===== config.mk =====
export PLATFORM = sky130hd
export DESIGN_NAME = uart_param_loader
export DESIGN_NICKNAME = d
export VERILOG_FILES = /design/src/rtl/pulses_pkg.sv /design/src/rtl/uart_rx_byte.sv /design/src/rtl/uart_param_loader.sv
export SDC_FILE = /design/constraint.sdc
export NUM_CORES = 1
export LEC_CHECK = 0
export CAP_MARGIN = 20
export CORE_AREA = 2 2 129 131
export CTS_CLUSTER_SIZE = 30
export DETAILED_ROUTE_END_ITERATION = 16
export DIE_AREA = 0 0 131 133
export PLACE_DENSITY = 0.75
export SETUP_SLACK_MARGIN = 0.05
export SLEW_MARGIN = 20
export SYNTH_ARGS = -nofsm -noshare
export SYNTH_HDL_FRONTEND = slang
export SYNTH_SLANG_ARGS = --single-unit

===== constraint.sdc =====
create_clock -name clk_pll -period 2.9 [get_ports clk_pll]
set_clock_uncertainty 0.1 [all_clocks]
set_input_delay 0.58 -clock clk_pll [delete_from_list [all_inputs] [get_ports clk_pll]]
set_output_delay 0.58 -clock clk_pll [all_outputs]
set_load 0.005 [all_outputs]

===== src/rtl/pulses_pkg.sv =====
// Shared constants for the pulse-sequence parameter path: frame layout, reset defaults
// (also used by the pulse generator) and the state encodings of the loader.
package pulses_pkg;

  localparam logic [7:0] HEADER            = 8'hA5;
  localparam int         FRAME_PAYLOAD_LEN = 9;

  localparam int FLG_PU = 0;
  localparam int FLG_CP = 1;
  localparam int FLG_BL = 2;

  localparam logic [7:0]  DEF_PER   = 8'd1;
  localparam logic [15:0] DEF_P1WID = 16'd30;
  localparam logic [15:0] DEF_DEL   = 16'd200;
  localparam logic [15:0] DEF_P2WID = 16'd30;
  localparam logic [7:0]  DEF_P_BL  = 8'd50;
  localparam logic        DEF_PU    = 1'b1;
  localparam logic        DEF_CP    = 1'b1;
  localparam logic        DEF_BL    = 1'b1;

  typedef enum logic [1:0] {HUNT, PAYLOAD, CHECK} parser_state_t;

  typedef enum logic [1:0] {RX_IDLE, RX_START, RX_DATA, RX_STOP} rx_state_t;

endpackage


===== src/rtl/uart_rx_byte.sv =====
// 8N1 UART byte receiver: 2-flop synchronizer, mid-bit sampling, and a one-cycle
// byte_valid or byte_err strobe at the stop bit.
module uart_rx_byte
  import pulses_pkg::*;
#(
  parameter int CLKS_PER_BIT = 1745
) (
  input  logic       clk_pll,
  input  logic       reset,
  input  logic       rx,
  output logic [7:0] data,
  output logic       byte_valid,
  output logic       byte_err
);

  localparam int            CW        = $clog2(CLKS_PER_BIT);
  localparam logic [CW-1:0] HALF_LAST = CW'(CLKS_PER_BIT / 2 - 1);
  localparam logic [CW-1:0] FULL_LAST = CW'(CLKS_PER_BIT - 1);

  logic          rx_meta, rx_sync;
  rx_state_t     state, state_n;
  logic [CW-1:0] cnt, cnt_n;
  logic [2:0]    bit_idx, bit_idx_n;
  logic [7:0]    shreg, shreg_n;
  logic          valid_n, err_n;

  assign data = shreg;

  always_ff @(posedge clk_pll) begin
    if (!reset) begin
      rx_meta    <= 1'b1;
      rx_sync    <= 1'b1;
      state      <= RX_IDLE;
      cnt        <= '0;
      bit_idx    <= '0;
      shreg      <= '0;
      byte_valid <= 1'b0;
      byte_err   <= 1'b0;
    end else begin
      rx_meta    <= rx;
      rx_sync    <= rx_meta;
      state      <= state_n;
      cnt        <= cnt_n;
      bit_idx    <= bit_idx_n;
      shreg      <= shreg_n;
      byte_valid <= valid_n;
      byte_err   <= err_n;
    end
  end

  // The start bit is re-checked at its midpoint so later samples land mid-bit
  always_comb begin
    state_n   = state;
    cnt_n     = cnt;
    bit_idx_n = bit_idx;
    shreg_n   = shreg;
    valid_n   = 1'b0;
    err_n     = 1'b0;
    case (state)
      RX_IDLE: begin
        cnt_n = '0;
        if (!rx_sync) state_n = RX_START;
      end
      RX_START: begin
        if (cnt == HALF_LAST) begin
          cnt_n     = '0;
          bit_idx_n = '0;
          state_n   = rx_sync ? RX_IDLE : RX_DATA;
        end else begin
          cnt_n = cnt + 1'b1;
        end
      end
      RX_DATA: begin
        if (cnt == FULL_LAST) begin
          cnt_n   = '0;
          shreg_n = {rx_sync, shreg[7:1]};
          if (bit_idx == 3'd7) state_n = RX_STOP;
          else bit_idx_n = bit_idx + 1'b1;
        end else begin
          cnt_n = cnt + 1'b1;
        end
      end
      RX_STOP: begin
        if (cnt == FULL_LAST) begin
          cnt_n   = '0;
          valid_n = rx_sync;
          err_n   = !rx_sync;
          state_n = RX_IDLE;
        end else begin
          cnt_n = cnt + 1'b1;
        end
      end
      default: state_n = RX_IDLE;
    endcase
  end

endmodule


===== src/rtl/uart_param_loader.sv =====
// Receives checksummed 11-byte parameter frames over UART and presents them as stable
// registers to the pulse generator, with a one-cycle load strobe per accepted frame.
module uart_param_loader #(
  parameter int         CLKS_PER_BIT = 1745,
  parameter int         BYTE_TIMEOUT = 34900,
  parameter logic [7:0] HEADER       = pulses_pkg::HEADER
) (
  input  logic        clk_pll,
  input  logic        reset,
  input  logic        uart_rx,
  output logic [7:0]  per,
  output logic [15:0] p1wid,
  output logic [15:0] del,
  output logic [15:0] p2wid,
  output logic [7:0]  p_bl,
  output logic        pu,
  output logic        cp,
  output logic        bl,
  output logic        load,
  output logic        frame_err
);

  import pulses_pkg::*;

  localparam int            TW       = $clog2(BYTE_TIMEOUT + 1);
  localparam logic [3:0]    LAST_IDX = 4'(FRAME_PAYLOAD_LEN - 1);
  localparam logic [TW-1:0] TMO_VAL  = TW'(BYTE_TIMEOUT);

  logic [7:0]    byte_data;
  logic          byte_valid, byte_err;

  parser_state_t state, state_n;
  logic [3:0]    idx;
  logic [7:0]    chk;
  logic [TW-1:0] idle_cnt;
  logic [7:0]    shadow [0:7];
  logic [2:0]    flg_sh;
  logic          start, take, commit, abort, timeout;

  uart_rx_byte #(.CLKS_PER_BIT(CLKS_PER_BIT)) u_rx (
    .clk_pll    (clk_pll),
    .reset      (reset),
    .rx         (uart_rx),
    .data       (byte_data),
    .byte_valid (byte_valid),
    .byte_err   (byte_err)
  );

  always_ff @(posedge clk_pll) begin
    if (!reset) state <= HUNT;
    else        state <= state_n;
  end

  // A header value inside the payload is plain data; only HUNT looks for it
  always_comb begin
    state_n = state;
    start   = 1'b0;
    take    = 1'b0;
    commit  = 1'b0;
    abort   = 1'b0;
    timeout = (idle_cnt == TMO_VAL);
    case (state)
      HUNT: begin
        if (byte_valid && byte_data == HEADER) begin
          start   = 1'b1;
          state_n = PAYLOAD;
        end
      end
      PAYLOAD: begin
        if (byte_err || timeout) begin
          abort   = 1'b1;
          state_n = HUNT;
        end else if (byte_valid) begin
          take = 1'b1;
          if (idx == LAST_IDX) state_n = CHECK;
        end
      end
      CHECK: begin
        if (byte_err || timeout) begin
          abort   = 1'b1;
          state_n = HUNT;
        end else if (byte_valid) begin
          state_n = HUNT;
          if (byte_data == chk) commit = 1'b1;
          else                  abort  = 1'b1;
        end
      end
      default: state_n = HUNT;
    endcase
  end

  // Outputs and load register on the same edge, so values are settled while load is high
  always_ff @(posedge clk_pll) begin
    if (!reset) begin
      idx       <= '0;
      chk       <= '0;
      idle_cnt  <= '0;
      flg_sh    <= '0;
      for (int i = 0; i < 8; i++) shadow[i] <= '0;
      per       <= DEF_PER;
      p1wid     <= DEF_P1WID;
      del       <= DEF_DEL;
      p2wid     <= DEF_P2WID;
      p_bl      <= DEF_P_BL;
      pu        <= DEF_PU;
      cp        <= DEF_CP;
      bl        <= DEF_BL;
      load      <= 1'b0;
      frame_err <= 1'b0;
    end else begin
      load      <= commit;
      frame_err <= abort;

      if (state == HUNT || byte_valid) idle_cnt <= '0;
      else if (!timeout)               idle_cnt <= idle_cnt + 1'b1;

      if (start) begin
        idx <= '0;
        chk <= '0;
      end else if (take) begin
        if (idx == LAST_IDX)
          flg_sh <= {byte_data[FLG_BL], byte_data[FLG_CP], byte_data[FLG_PU]};
        else
          shadow[idx[2:0]] <= byte_data;
        chk <= chk ^ byte_data;
        idx <= idx + 1'b1;
      end

      if (commit) begin
        per   <= shadow[0];
        p1wid <= {shadow[1], shadow[2]};
        del   <= {shadow[3], shadow[4]};
        p2wid <= {shadow[5], shadow[6]};
        p_bl  <= shadow[7];
        pu    <= flg_sh[0];
        cp    <= flg_sh[1];
        bl    <= flg_sh[2];
      end
    end
  end

endmodule


==> out/metrics.yaml, run 1 <==
netlist_area_um2: 8154
seq_area_frac_synth_pct: 55.49
crit_path_end_kind: "register"
synth_top_area_cell: "dfxtp_1"
synth_cell_types: 55
grtUsageMet2_pct: 31.17
io_pins: 72
drt-total-wl_um: 16700
leakage_nw: 3.114
grtUsageTotal_pct: 20.05
finalSetupTns_ns: 0
multiInputGateArea_um2: 3288
grt-ovfl-total: 0
synthArstFlopShare_pct: 0
path_clk_slew_ns: 0.07
grt_pass1_vias: 5614
synth_edf_count: 64
cts_resized: 0
timing.rr.end: "shadow[1][3]$_SDFFCE_PN0P_"
status: "completed"
cp.required_ns: 3.08
peakVddDrop_mv: 0.4396
synth_top_area_share_pct: 31.92
fp.dieH_um: 133
drtIter0Drc: 452
max_freq_ghz: 0.4058
fin_crit_sh_pct: 84.97
cp.arrival_ns: 2.64
portBuffers: 71
grt_use_met1_pct: 26.71
synthCells: 828
clk_latency_ns: 0.43
ant_nets: 0
num_rows: 47
cpLargestDelayFamily: "simple AND/OR/NAND/NOR gates"
period_needed_ns: 2.464
powerDensity_nw_per_um2: 539.9
endpoint: "shadow[1][3]$_SDFFCE_PN0P_"
area_growth_pct: 18.46
ys_top_cells_by_count: "141 x nand2_1, 135 x nor2_1, 130 x dfxtp_1"
start_util_pct: 50.42
critPathMaxStageDelay_ns: 0.77
cts_setup_buffers: 0
firstDrtPassIters: 4
crit_fanout: 16
gp_congestion: 0.8634
critical_path_buf_inv_count: 1
use_met3_pct: 3.922
num-nets-final: 904
vias: 6008
cts-root-buf: "clkbuf_16"
clk_path_buf_depth: 2
cts_hold_buf: 0
grt_pass1_wl_um: 27570
syn_avg_cell_area_um2: 9.848
rsz0062_at_grt: "false"
hold_viol: 0
reg2reg_depth: 6
synth_flop_cell: "dfxtp_1"
antenna_cells: 0
synth_area_leaders: "dfxtp_1 32%, edfxtp_1 24%, mux2i_1 9.7%"
cts_htree_levels: 4
tritoncts: "built"
post-route-cell-area_um2: 9659
slowest_stage: "or4b_1"
grt_max_degree: 126
worstMarginPinSlew_ns: 0.5696
reg2reg_slack_ns: 0.44
drv_slew: 0
place_area_um2: 9106
rr_startpoint: "state[0]$_SDFFE_PN0P_"
synth_most_common_cell: "nand2_1"
hpwl_um: 11050
worstSetupPathType: "reg2reg"
remaining_drc_errors: 0
antenna_found_initial: 0
via_per_inst: 5.350
grt.busiest_layer: "met2"
drive_gt1_share_pct: 6.755
cts_num_sinks: 194
critPathLaunchType: "register"
seqCellArea_um2: 4524
fp.dieW_um: 131
crit_cells: 6
fillCellCount: 1355
synth-seq-cells: 194
crit_chain: "inv_1 > ha_1 > and4b_1 > a31oi_1 > or4b_1 > nor2_1"
holdCritPathClass: "reg2reg"
relSlewSlack_pct: 62.02
cts_buffers: 17
startpoint: "state[0]$_SDFFE_PN0P_"
ys.warnings.count: 0
dieArea_um2: 17420
drv_cap: 0
core_area_um2: 16170
wl_per_cell_um: 14.87
setup_viol: 0
syn_nets: 842
## registers in the layout, summed over array words and instances, names as in the netlist, 4 cells and up, named ones only
register	flops
idle_cnt	16
p2wid	16
p1wid	16
u_rx.cnt	11
idx	4
chk	8
shadow	64
del	16
per	8
u_rx.data	8
p_bl	8
## layout make-up
type	instances	area share [%]
Clock buffer	21	4.767
Clock inverter	11	0.9585
Inverter	28	1.088
Multi-Input combinational cell	554	34.04
Sequential cell	194	46.84
Tap cell	220	2.850
Timing Repair Buffer	95	9.456
## worst min path at each step
stage	slack (ns)	from	end	cells after the start
finish	0.34	u_rx.rx_meta$_SDFF_PN1_	u_rx.rx_sync$_SDFF_PN1_	1
global route	0.37	u_rx.rx_meta$_SDFF_PN1_	u_rx.rx_sync$_SDFF_PN1_	1
CTS	0.35	u_rx.rx_meta$_SDFF_PN1_	u_rx.rx_sync$_SDFF_PN1_	1
detailed placement	0.33	u_rx.rx_meta$_SDFF_PN1_	u_rx.rx_sync$_SDFF_PN1_	1
global placement	0.33	u_rx.rx_meta$_SDFF_PN1_	u_rx.rx_sync$_SDFF_PN1_	1
floorplan	0.29	u_rx.rx_meta$_SDFF_PN1_	u_rx.rx_sync$_SDFF_PN1_	1
## kinds of logic (layout without fill, tap and decap cells)
kind of cell             Yosys count  count (layout)  share of synthesized area (%)
adder cells (fa/ha/maj)           11              11                          1.688
AND/OR/NAND/NOR                  374             374                          21.14
XOR/XNOR                          25              25                          2.685
flip-flops                       194             194                          55.49
multiplexers                      79              79                          9.698
AO/OA/AOI/OAI                     65              65                          5.003
buffers and inverters             80             155                          4.296
## metal layers
| layer | wire [µm] | up-vias |
|---|---|---|
| li1 | - | 2959 |
| met1 | 7639 | 2859 |
| met2 | 7829 | 157 |
| met3 | 737 | 33 |
| met4 | 490 | 0 |
| met5 | 0 | - |
## layout by cell type, fill, tap and decap left out, drive strengths merged, types with 5 or more instances in the layout
| cell type | instances |
|---|---|
| nand2 | 141 |
| nor2 | 135 |
| dfxtp | 130 |
| mux2i | 79 |
| clkdlybuf4s50 | 70 |
| edfxtp | 64 |
| inv | 34 |
| buf | 25 |
| a21oi | 24 |
| clkbuf | 21 |
| xnor2 | 17 |
| nand4 | 17 |
| nand3 | 13 |
| o21ai | 12 |
| o31ai | 11 |
| or4 | 11 |
| ha | 11 |
| xor2 | 8 |
| or3 | 6 |
| nor2b | 6 |
| and4 | 6 |
| nand3b | 5 |
| and3 | 5 |
| clkinv | 5 |
## metrics by stage
| step | setup WS, ns | cells | total power, mW | hold WS (ns) | utilization, % |
|---|---|---|---|---|---|
| 6_report | 0.4360 | 1123 | 5.215 | 0.3437 | 59.73 |
| 5_1_grt | 0.2761 | 1123 | 5.377 | 0.3725 | 59.73 |
| 4_1_cts | 0.4663 | 1123 | 5.262 | 0.3520 | 59.73 |
| 3_5_place_dp | 0.4816 | 1091 | 3.057 | 0.3289 | 56.31 |
| 3_3_place_gp | 0.5646 | 1091 | 3.055 | 0.3293 | 56.31 |
| 2_1_floorplan | 0.1100 | 828 | 3.011 | 0.2863 | - |
## power by group
| group | internal (mW) | switching [mW] |
|---|---|---|
| combinational | 0.0405 | 0.0938 |
| sequential | 2.84 | 0.0180 |
| clock | 1.17 | 1.05 |
Power figures use the tool's default switching activity.
==> run 2, diff against run 1 <==
==> constraint.sdc (replaced) <==
create_clock -name clk_pll -period 2.1 [get_ports clk_pll]
set_clock_uncertainty 0.1 [all_clocks]
set_input_delay 0.42 -clock clk_pll [delete_from_list [all_inputs] [get_ports clk_pll]]
set_output_delay 0.42 -clock clk_pll [all_outputs]
set_load 0.005 [all_outputs]
==> run 2 against run 1 <==
- non-clock buffer count grew 70
- cell count grew 6.2%
- clock-buffer cell count shrank 1
- core utilization grew 7.8 points
- flip-flop and latch count is the same
- register-to-register slack lost 0.42 ns
- sequential share of layout area shrank 5.3 points
- critical path type unchanged
==> out/metrics.yaml, run 2 (synthesis gave the netlist of run 1 again) <==
status: "completed"  # unchanged
hold_slack_ns: 0.3177  # was 0.3437 ns
num_rows: 47  # unchanged
firstDrtPassIters: 5  # was 4
worstMarginPinSlew_ns: 0.5703  # was 0.5696 ns
grt_pass1_vias: 6019  # was 5614
setup_viol: 0  # unchanged
grt-ovfl-total: 0  # unchanged
clk_path_buf_depth: 2  # unchanged
place_inst: 1130  # was 1091
tritoncts: "built"  # unchanged
start_util_pct: 50.42  # unchanged
via_per_inst: 5.410  # was 5.350
rsz0062_at_grt: "true"  # was false
hold_viol: 0  # unchanged
max_freq_ghz: 0.4802  # was 0.4058 GHz
combPwrFrac_pct: 3.3  # was 2.6%
worstSetupPathType: "reg2reg"  # unchanged
drt-total-wl_um: 19920  # was 16700 µm
period_needed_ns: 2.082  # was 2.464 ns
cp.arrival_ns: 2.29  # was 2.64 ns
core_area_um2: 16170  # unchanged
portBuffers: 71  # unchanged
hpwl_um: 11910  # was 11050 µm
grt_max_degree: 126  # unchanged
crit_fanout: 10  # was 16
grtUsageTotal_pct: 21.66  # was 20.05%
multiInputGateArea_um2: 3677  # was 3288 µm²
area_growth_pct: 33.97  # was 18.46%
cts_buffers: 17  # unchanged
cts-root-buf: "clkbuf_16"  # unchanged
leakage_nw: 3.637  # was 3.114 nW
drv_slew: 0  # unchanged
seqCellArea_um2: 4539  # was 4524 µm²
drive_gt1_share_pct: 19.94  # was 6.755%
powerDensity_nw_per_um2: 656.5  # was 539.9 nW/µm²
antenna_cells: 0  # unchanged
remaining_drc_errors: 0  # unchanged
fillCellCount: 1179  # was 1355
path_clk_slew_ns: 0.07  # about the same
drv_cap: 0  # unchanged
top_register: "shadow"  # unchanged
ant_nets: 0  # unchanged
p_int_mw: 5.567  # was 4.052 mW
grt_pass1_wl_um: 29560  # was 27570 µm
final_common_cell: "nand2_1"  # unchanged
power_frac_seq_pct: 55.2  # was 54.9%
holdCritPathClass: "reg2reg"  # unchanged
gp_congestion: 0.8076  # was 0.8634
dieArea_um2: 17420  # unchanged
antenna_found_initial: 0  # unchanged
largest_reg_flops: 64  # unchanged
finalSetupTns_ns: 0  # unchanged
cts_htree_levels: 4  # unchanged
io_pins: 72  # unchanged
layout.cells.non_filler: 1193  # was 1123
peakVddDrop_mv: 0.5666  # was 0.4396 mV
cts_num_sinks: 194  # unchanged
p_switching_mw: 1.605  # was 1.163 mW
layout_common_cells: "139 x nand2_1, 120 x dfxtp_1, 116 x nor2_1"  # was 141 x nand2_1, 135 x nor2_1, 130 x dfxtp_1
vias: 6454  # was 6008
num-nets-final: 974  # was 904
fp.dieH_um: 133  # unchanged
drtIter0Drc: 473  # was 452
fin_crit_sh_pct: 99.16  # was 84.97%
relSlewSlack_pct: 61.98  # was 62.02%
swShare_pct: 22.38  # was 22.29%
fp.dieW_um: 131  # unchanged
crit_path_end_kind: "register"  # unchanged
finalCoreUtilization_pct: 67.55  # was 59.73%
clk_latency_ns: 0.44  # was 0.43 ns
clkPwrFrac_pct: 41.5  # was 42.6%
wl_per_cell_um: 16.69  # was 14.87 µm
cp.required_ns: 2.30  # was 3.08 ns
critPathLaunchType: "register"  # unchanged
==> run 2: changes by cell type in the layout (fill, tap and decap cells not counted), sizes merged <==
cell,change
buf,+61
clkbuf,+8
clkinv,+3
inv,-4
clkinvlp,+2
==> run 2: worst paths after layout <==
path	startpoint	end	slack (ns)	depth (start not counted)
max	idx[1]$_SDFFE_PP0N_	shadow[3][3]$_SDFFCE_PN0P_	0.02	7
min	u_rx.rx_meta$_SDFF_PN1_	u_rx.rx_sync$_SDFF_PN1_	0.32	1
max reg2reg	idx[1]$_SDFFE_PP0N_	shadow[3][3]$_SDFFCE_PN0P_	0.02	7
min reg2reg	u_rx.rx_meta$_SDFF_PN1_	u_rx.rx_sync$_SDFF_PN1_	0.32	1
==> run 2: cell type report <==
cell class,count,share of cell area [%]
Sequential cell,194,41.55
Timing Repair Buffer,165,16.29
Tap cell,220,2.520
Multi-Input combinational cell,554,33.66
Clock buffer,20,4.089
Inverter,28,1.100
Clock inverter,12,0.7903
==> run 2: layer usage <==
layer	global-route usage, %	share of wire, %	up-vias	routed length (µm)
met2	35.69	51	176	10140
met5	0	0	-	0
li1	-	-	3104	-
met4	8.629	2.6	0	520
met1	27.96	42	3137	8399
met3	4.165	4.3	37	858
==> run 2: critical path, stage by stage (launching register included) <==
cell,delay [ns]
dfxtp_2,0.40
clkinv_8,0.10
ha_4,0.17
a21oi_2,0.16
nand2_2,0.13
or4b_4,0.59
clkbuf_16,0.22
nor2_1,0.08
==> run 2: timing repair <==
action	4_1_cts	5_1_grt
gates resized for setup	10	81
hold buffers	0	0
buffers inserted	11	8
setup endpoints to repair	108	192
pin swaps	10	21
gates cloned	1	11
==> run 2: per-stage QoR <==
step	power, mW	worst slack [ns]	area (µm²)
finish	7.172	0.01770	10920
global route	7.373	-0.05133	10920
CTS	7.177	0.03657	10310
detailed placement	4.250	-0.01146	9605
global placement	4.245	0.07053	9605
floorplan	4.173	0.008676	8335
==> run 2: power by group through the flow <==
stage,logic [mW],registers (mW),clock network [mW]
global route,0.263,3.96,3.15
global placement,0.211,4.03,0
finish,0.240,3.96,2.98
CTS,0.223,3.95,3.00
detailed placement,0.213,4.04,0
floorplan,0.145,4.03,0
